## config.mk

```make
export PLATFORM = sky130hd
export DESIGN_NAME = spi_ram_arbiter
export DESIGN_NICKNAME = d
export VERILOG_FILES = /design/src/rtl/spi_ram_arbiter.sv
export SDC_FILE = /design/constraint.sdc
export NUM_CORES = 1
export LEC_CHECK = 0
export CAP_MARGIN = 20
export CORE_ASPECT_RATIO = 2
export CORE_MARGIN = 1.5
export CORE_UTILIZATION = 45
export CTS_BUF_LIST = sky130_fd_sc_hd__clkbuf_8
export CTS_CLUSTER_SIZE = 25
export DETAILED_ROUTE_END_ITERATION = 6
export PLACE_DENSITY = 0.79
export SYNTH_ARGS = -nofsm -noshare
export SYNTH_HDL_FRONTEND = slang
export SYNTH_SLANG_ARGS = --single-unit
```

## constraint.sdc

```tcl
create_clock -name clk -period 1.6 [get_ports clk]
set_input_delay 0.32 -clock clk [delete_from_list [all_inputs] [get_ports clk]]
set_output_delay 0.32 -clock clk [all_outputs]
set_load 0.03 [all_outputs]
```

## src/rtl/spi_ram_arbiter.sv

```systemverilog
// Two-master round-robin arbiter in front of the mapped SPI RAM word port.
// Each master gets a one-deep request latch; requests are replayed to the RAM as single strobes.
module spi_ram_arbiter #(
    parameter int ADDR_W = 20,
    parameter int DATA_W = 32
) (
    input  logic              clk,
    input  logic              rst_n,
    input  logic [ADDR_W-1:0] m0_addr,
    input  logic [DATA_W-1:0] m0_wdata,
    input  logic              m0_rd,
    input  logic              m0_wr,
    output logic [DATA_W-1:0] m0_rdata,
    output logic              m0_busy,
    input  logic [ADDR_W-1:0] m1_addr,
    input  logic [DATA_W-1:0] m1_wdata,
    input  logic              m1_rd,
    input  logic              m1_wr,
    output logic [DATA_W-1:0] m1_rdata,
    output logic              m1_busy,
    output logic [ADDR_W-1:0] s_addr,
    output logic [DATA_W-1:0] s_wdata,
    output logic              s_rd,
    output logic              s_wr,
    input  logic [DATA_W-1:0] s_rdata,
    input  logic              s_rbusy,
    input  logic              s_wbusy,
    output logic              err_overrun
);

    // state | meaning
    // IDLE  | no transaction in flight, pick an owner if anything is pending
    // ISSUE | owner's request on s_addr/s_wdata, single s_rd or s_wr pulse
    // WAIT  | slave working (s_rbusy | s_wbusy)
    // DONE  | capture read data, release owner's pending flag
    typedef enum logic [1:0] {IDLE, ISSUE, WAIT, DONE} state_t;

    state_t            state, state_nx;
    logic [1:0]        stb, accept, pend, lat_wr;
    logic [ADDR_W-1:0] lat_addr  [2];
    logic [DATA_W-1:0] lat_wdata [2];
    logic              owner, last_grant, grant, op_wr;

    assign stb = {m1_rd | m1_wr, m0_rd | m0_wr};

    // The owner's slot frees up in DONE, so a strobe arriving then is a new request, not an overrun.
    assign accept[0] = stb[0] & (~pend[0] | (state == DONE && !owner));
    assign accept[1] = stb[1] & (~pend[1] | (state == DONE && owner));
    assign grant     = (&pend) ? ~last_grant : pend[1];

    always_ff @(posedge clk or negedge rst_n) begin
        if (!rst_n) begin
            pend         <= '0;
            lat_wr       <= '0;
            lat_addr[0]  <= '0;
            lat_addr[1]  <= '0;
            lat_wdata[0] <= '0;
            lat_wdata[1] <= '0;
            err_overrun  <= 1'b0;
        end else begin
            if (accept[0]) begin
                pend[0]      <= 1'b1;
                lat_addr[0]  <= m0_addr;
                lat_wdata[0] <= m0_wdata;
                lat_wr[0]    <= m0_wr;
            end else if (state == DONE && !owner) begin
                pend[0] <= 1'b0;
            end
            if (accept[1]) begin
                pend[1]      <= 1'b1;
                lat_addr[1]  <= m1_addr;
                lat_wdata[1] <= m1_wdata;
                lat_wr[1]    <= m1_wr;
            end else if (state == DONE && owner) begin
                pend[1] <= 1'b0;
            end
            err_overrun <= err_overrun | (|(stb & ~accept));
        end
    end

    always_ff @(posedge clk or negedge rst_n) begin
        if (!rst_n) begin
            owner      <= 1'b0;
            last_grant <= 1'b1;
            op_wr      <= 1'b0;
            s_addr     <= '0;
            s_wdata    <= '0;
            m0_rdata   <= '0;
            m1_rdata   <= '0;
        end else begin
            if (state == IDLE && (|pend)) begin
                owner   <= grant;
                op_wr   <= lat_wr[grant];
                s_addr  <= lat_addr[grant];
                s_wdata <= lat_wdata[grant];
            end
            if (state == DONE) begin
                last_grant <= owner;
                if (!op_wr) begin
                    if (owner) m1_rdata <= s_rdata;
                    else       m0_rdata <= s_rdata;
                end
            end
        end
    end

    always_ff @(posedge clk or negedge rst_n) begin
        if (!rst_n) state <= IDLE;
        else        state <= state_nx;
    end

    always_comb begin
        state_nx = state;
        case (state)
            IDLE:    if (|pend) state_nx = ISSUE;
            ISSUE:   state_nx = WAIT;
            WAIT:    if (!(s_rbusy || s_wbusy)) state_nx = DONE;
            DONE:    state_nx = IDLE;
            default: state_nx = IDLE;
        endcase
    end

    assign s_rd    = (state == ISSUE) && !op_wr;
    assign s_wr    = (state == ISSUE) && op_wr;
    assign m0_busy = pend[0] | (state != IDLE && !owner);
    assign m1_busy = pend[1] | (state != IDLE && owner);

endmodule

```

Word level (Yosys, flattened, before mapping)
Cells that the tools add are included.
{"block": "word_totals", "register_bits": 230, "output_inout_bits": 121}
{"block": "classes", "n_eq_ne": 5, "n_lt_le_gt_ge": 2, "bitwise_logic": 17, "reduce_logical": 20, "n_mux": 16}
{"op": "$mux 32", "n": 3}
{"op": "$mux 20", "n": 3}
{"op": "$pmux 2 s4", "n": 1}
{"op": "$logic_and 1x1->1", "n": 7}
{"op": "$mux 1", "n": 7}
{"op": "$or 1x1->1", "n": 7}
{"op": "$reduce_and 3->1", "n": 2}
{"op": "$reduce_bool 2->1", "n": 3}
{"op": "$not 1->1", "n": 5}
{"op": "$eq 2x2->1 const B", "n": 2}
{"op": "$mux 2", "n": 2}
{"op": "$reduce_and 2->1", "n": 2}
{"op": "$reduce_or 2->1", "n": 2}
{"op": "$and 1x1->1", "n": 2}
{"op": "$and 2x2->2", "n": 1}
{"op": "$eq 2x1->1 const B", "n": 1}
{"op": "$ge 2x2->1 const B", "n": 1}
{"op": "$logic_not 1->1", "n": 2}
{"op": "$logic_not 2->1", "n": 1}
{"op": "$lt 1x2->1 const B", "n": 1}
{"op": "$ne 2x1->1 const B", "n": 1}
{"op": "$ne 2x2->1 const B", "n": 1}
{"op": "$not 1->2", "n": 1}
{"op": "$not 2->2", "n": 1}
{"op": "$logic_or 1x1->1", "n": 1}

Depth between registers and ports, before layout
{"block": "logic_depth", "word_depth": 8, "mapped_depth": 7}

Worst setup path before layout
Ideal clock, no wire load.
{"block": "synth_path", "kind": "register -> register", "startpoint": "register state[0]", "endpoint": "register lat_addr[10] (netlist name)", "stages_incl_launch_ff": 6, "arrival_time_ps": 1566, "setup_time_ps": 125, "path_buffers": 1, "slack_ps": -91, "period_less_slack_ps": 1691, "path_cell_list": "dfrtp_1 > ha_1 > nand2_2 > a21oi_2 > buf_6 > mux2_2"}
{"block": "synth_between", "elab_chain_len": 4}
{"element": "from (decl)", "line": "38", "rtl": "state_t state, state_nx;"}
{"element": "from (signal assigned)", "line": "109", "rtl": "else state <= state_nx;"}
{"element": "$eq 2x2->1", "line": "48", "rtl": "assign accept[1] = stb[1] & (~pend[1] | (state == DONE && owner));"}
{"element": "$logic_and 1x1->1", "line": "48"}
{"element": "$or 1x1->1", "line": "48"}
{"element": "$and 1x1->1", "line": "48"}
{"element": "to (decl)", "line": "40", "rtl": "logic [ADDR_W-1:0] lat_addr [2];"}
Every way passes these cells.
A chain may end at the register's enable or synchronous reset.

Final worst setup path
{"block": "layout_path", "startpoint": "register state[0]", "endpoint": "output m1_busy"}
{"block": "layout_between", "elab_chain_len": 3}
{"element": "$reduce_bool 2->1", "line": "126", "rtl": "assign m1_busy = pend[1] | (state != IDLE && owner);"}
{"element": "$logic_and 1x1->1", "line": "126"}
{"element": "$or 1x1->1", "line": "126"}
{"element": "to (decl)", "line": "20", "rtl": "output logic m1_busy,"}
Every way passes these cells.

==> results_dict.tcl <==
set metrics [dict create \
    slowest_delay_ns 0.40 \
    critPathArrivalTime_ns 1.62 \
    crit_fanout 3 \
    worstMarginPinSlew_ns 0.496 \
    synth_fp_nets 841 \
    setup_slack_ns -0.345 \
    remaining_drc_errors 0 \
    timing.fmax_mhz 514 \
    start_util_pct 45.7 \
    relSlewSlack_pct 66.8 \
    die_y_um 206 \
    async_flop_share_pct 100 \
    grt_start_max_net_pins 48 \
    synth_seq_cells 230 \
    cts_root_buffer "clkbuf_8" \
    drtIter0Drc 295 \
    power.total_mw 32.3 \
    synth_area_per_cell_sq_um 13.4 \
    grt_pass1_vias 7555 \
    cts_buffers 34 \
    rows 74 \
    vias_per_cell 5.30 \
    p_per_area_nw_per_um2 2240 \
    drt_pass1_iterations 4 \
    htree_levels 2 \
    clk_pin_slew_worst_paths_ns 0.08 \
    path_cells "buf_6 > inv_4 > ha_4 > inv_2 > a21o_1 > buf_12" \
    io_pins 265 \
    skew_ns 0.0260 \
    die_w_um 104 \
    synth.largest_area_cell "dfrtp_1" \
    synthCells 693 \
    cts.sinks 230 \
    vdd_ir_drop_max_mv 1.25 \
    place_hpwl_um 16900 \
    drive_above_1_share_pct 34.5 \
    crit_buf_inv 4 \
    synth-edff-count 0 \
    synth_flop_cell "dfrtp_1" \
    p_leak_nw 6.45 \
    core_area_sq_um 20300 \
    overflow 0 \
    clkLatencyLatePin_ns 0.52 \
    gp_congestion 0.834 \
    nets 1180 \
    start_kind "register" \
    hold_viol 0 \
    post-place-ws_ns -0.258 \
    grt_pass1_wl_um 41300 \
    vias 7004 \
    slowest_stage "dfrtp_1" \
    die-area_sq_um 21500 \
    antenna_found_initial 4 \
    netlist_top_cells_area "dfrtp_1 (62%), mux2_2 (16%), a21oi_1 (5.7%), mux2_4 (4.9%), nand2_1 (2.4%)" \
    hold_class "input port to async pin" \
    crit_required_ns 1.28 \
    cts_buffer_depth 3 \
    crit_type "register to output port" \
    syn_to_final_growth_pct 55.6 \
    slew_violations 0 \
    cts_tree "built" \
    wl_per_cell_um 21.9 \
    rsz0062_at_grt "true" \
    totalWireLength_um 28900 \
    yosysTopAreaCellShare_pct 61.9 \
    run_status "complete, but fails checks" \
    drtAntennaViolNets 0 \
    portBuffers 264 \
    cap_violations 0 \
    ys_types 35 \
    synth.cell_area_sq_um 9260 \
    worstSetupEndpointType "output port" \
    worst_path_dominant_cell_family "flip-flops" \
    setup_violations 226 \
    fin_crit_sh_pct 122 \
    period_needed_ns 1.94 \
    yosys_warnings 0 \
    violations "negative setup slack" \
    yosysSeqAreaShare_pct 62.2 \
    grt_usage_pct 25.2 \
]
[where the power goes]
| part | internal [mW] | switching, mW |
|---|---|---|
| sequential | 8.86 | 1.80 |
| clock | 2.75 | 2.19 |
| combinational | 8.31 | 8.41 |
[area by class of cell]
type	instances	area, sq um
Multi-Input combinational cell	416	3630
Timing Repair Buffer	344	3950
Fill cell	1289	5870
Clock buffer	47	647
Clock inverter	8	56.3
Antenna cell	4	10.0
Inverter	6	27.5
Sequential cell	230	5760
Tap cell	266	333
[kinds of logic (layout without fill, tap and decap cells)]
group	after synthesis	in the layout	share of synthesized area (%)
buf+inv	47	405	3.07
flops	230	230	62.2
other cells	0	4	0
compound gates	124	124	7.39
fa+ha+maj	4	4	0.540
mux	169	169	21.8
simple gates	119	119	5.07
[through the flow]
stage          area, sq um  TNS, ns  cells  util (%)  hold WS, ns
6_report             14400   -38.33   1321      71.0        0.312
5_1_grt              14400   -50.32   1321      71.0        0.321
4_1_cts              14000   -27.94   1314      69.0        0.275
3_5_place_dp         12500   -24.75   1218      61.6        0.248
3_3_place_gp         12500   -21.93   1218      61.6        0.245
2_1_floorplan         9270        0    693         -       0.0244
[cell usage after synthesis (2+ instances only)]
library cell and n:
a21oi_1 106, buf_6 9, nand2_1 58, dfrtp_1 229, mux2_4 30, o21ai_0 3, ha_1 4, inv_1 6
clkbuf_1 10, mux2_2 133, buf_2 17, mux2_1 6, buf_4 5, nor2_1 55, a21bo_2 2
[placed cells by master, fill, tap and decap left out, drive strengths merged, types with 2 or more instances in the layout]
cell type	n
dfrtp	229
mux2	169
clkdlybuf4s50	142
a21oi	108
clkdlybuf4s15	87
buf	78
nand2	59
nor2	56
clkbuf	54
dlygate4sd2	29
inv	13
diode	4
o21ai	4
ha	4
a21bo	2
a21boi	2
[timing repair]
item,4_1_cts,5_1_grt
pin swaps,6,38
buffers inserted,26,6
resized for setup,300,91
hold buffers,1,0
setup endpoints to repair,253,291
hold endpoints to repair,35,0
gates cloned,14,8
[per-layer routing]
metal  vias up  GRT usage [%]  routed length [um]
met5         -              0                   0
met4         0           16.8                1760
met3        93           3.50                1190
met2       268           46.9               16000
met1      3573           26.0                9950
li1       3070              -                   -
[flip-flops by register name (all words and copies together) (netlist names)]
| register | count |
|---|---|
| s_addr | 20 |
| op_wr | 1 |
| state | 2 |
| m0_rdata | 32 |
| last_grant | 1 |
| owner | 1 |
| lat_wr | 2 |
| s_wdata | 32 |
| lat_addr | 40 |
| m1_rdata | 32 |
| err_overrun | 1 |
| lat_wdata | 64 |
| pend | 2 |
[final timing paths]
path	end	from	slack (ns)	depth (start not counted)
worst min-delay path	lat_wdata[28]	rst_n	0.31	2
worst max register to register	lat_addr[22]	state[1]	-0.29	9
worst min register to register	m0_rdata[16]	m0_rdata[16]	0.50	1
min in group clk	lat_addr[31]	m0_addr[11]	0.41	2
worst max-delay path	m1_busy	state[0]	-0.34	6
max in group asynchronous	s_wdata[22]	rst_n	0.59	3
Note: power is estimated with default switching activity, not from simulation.
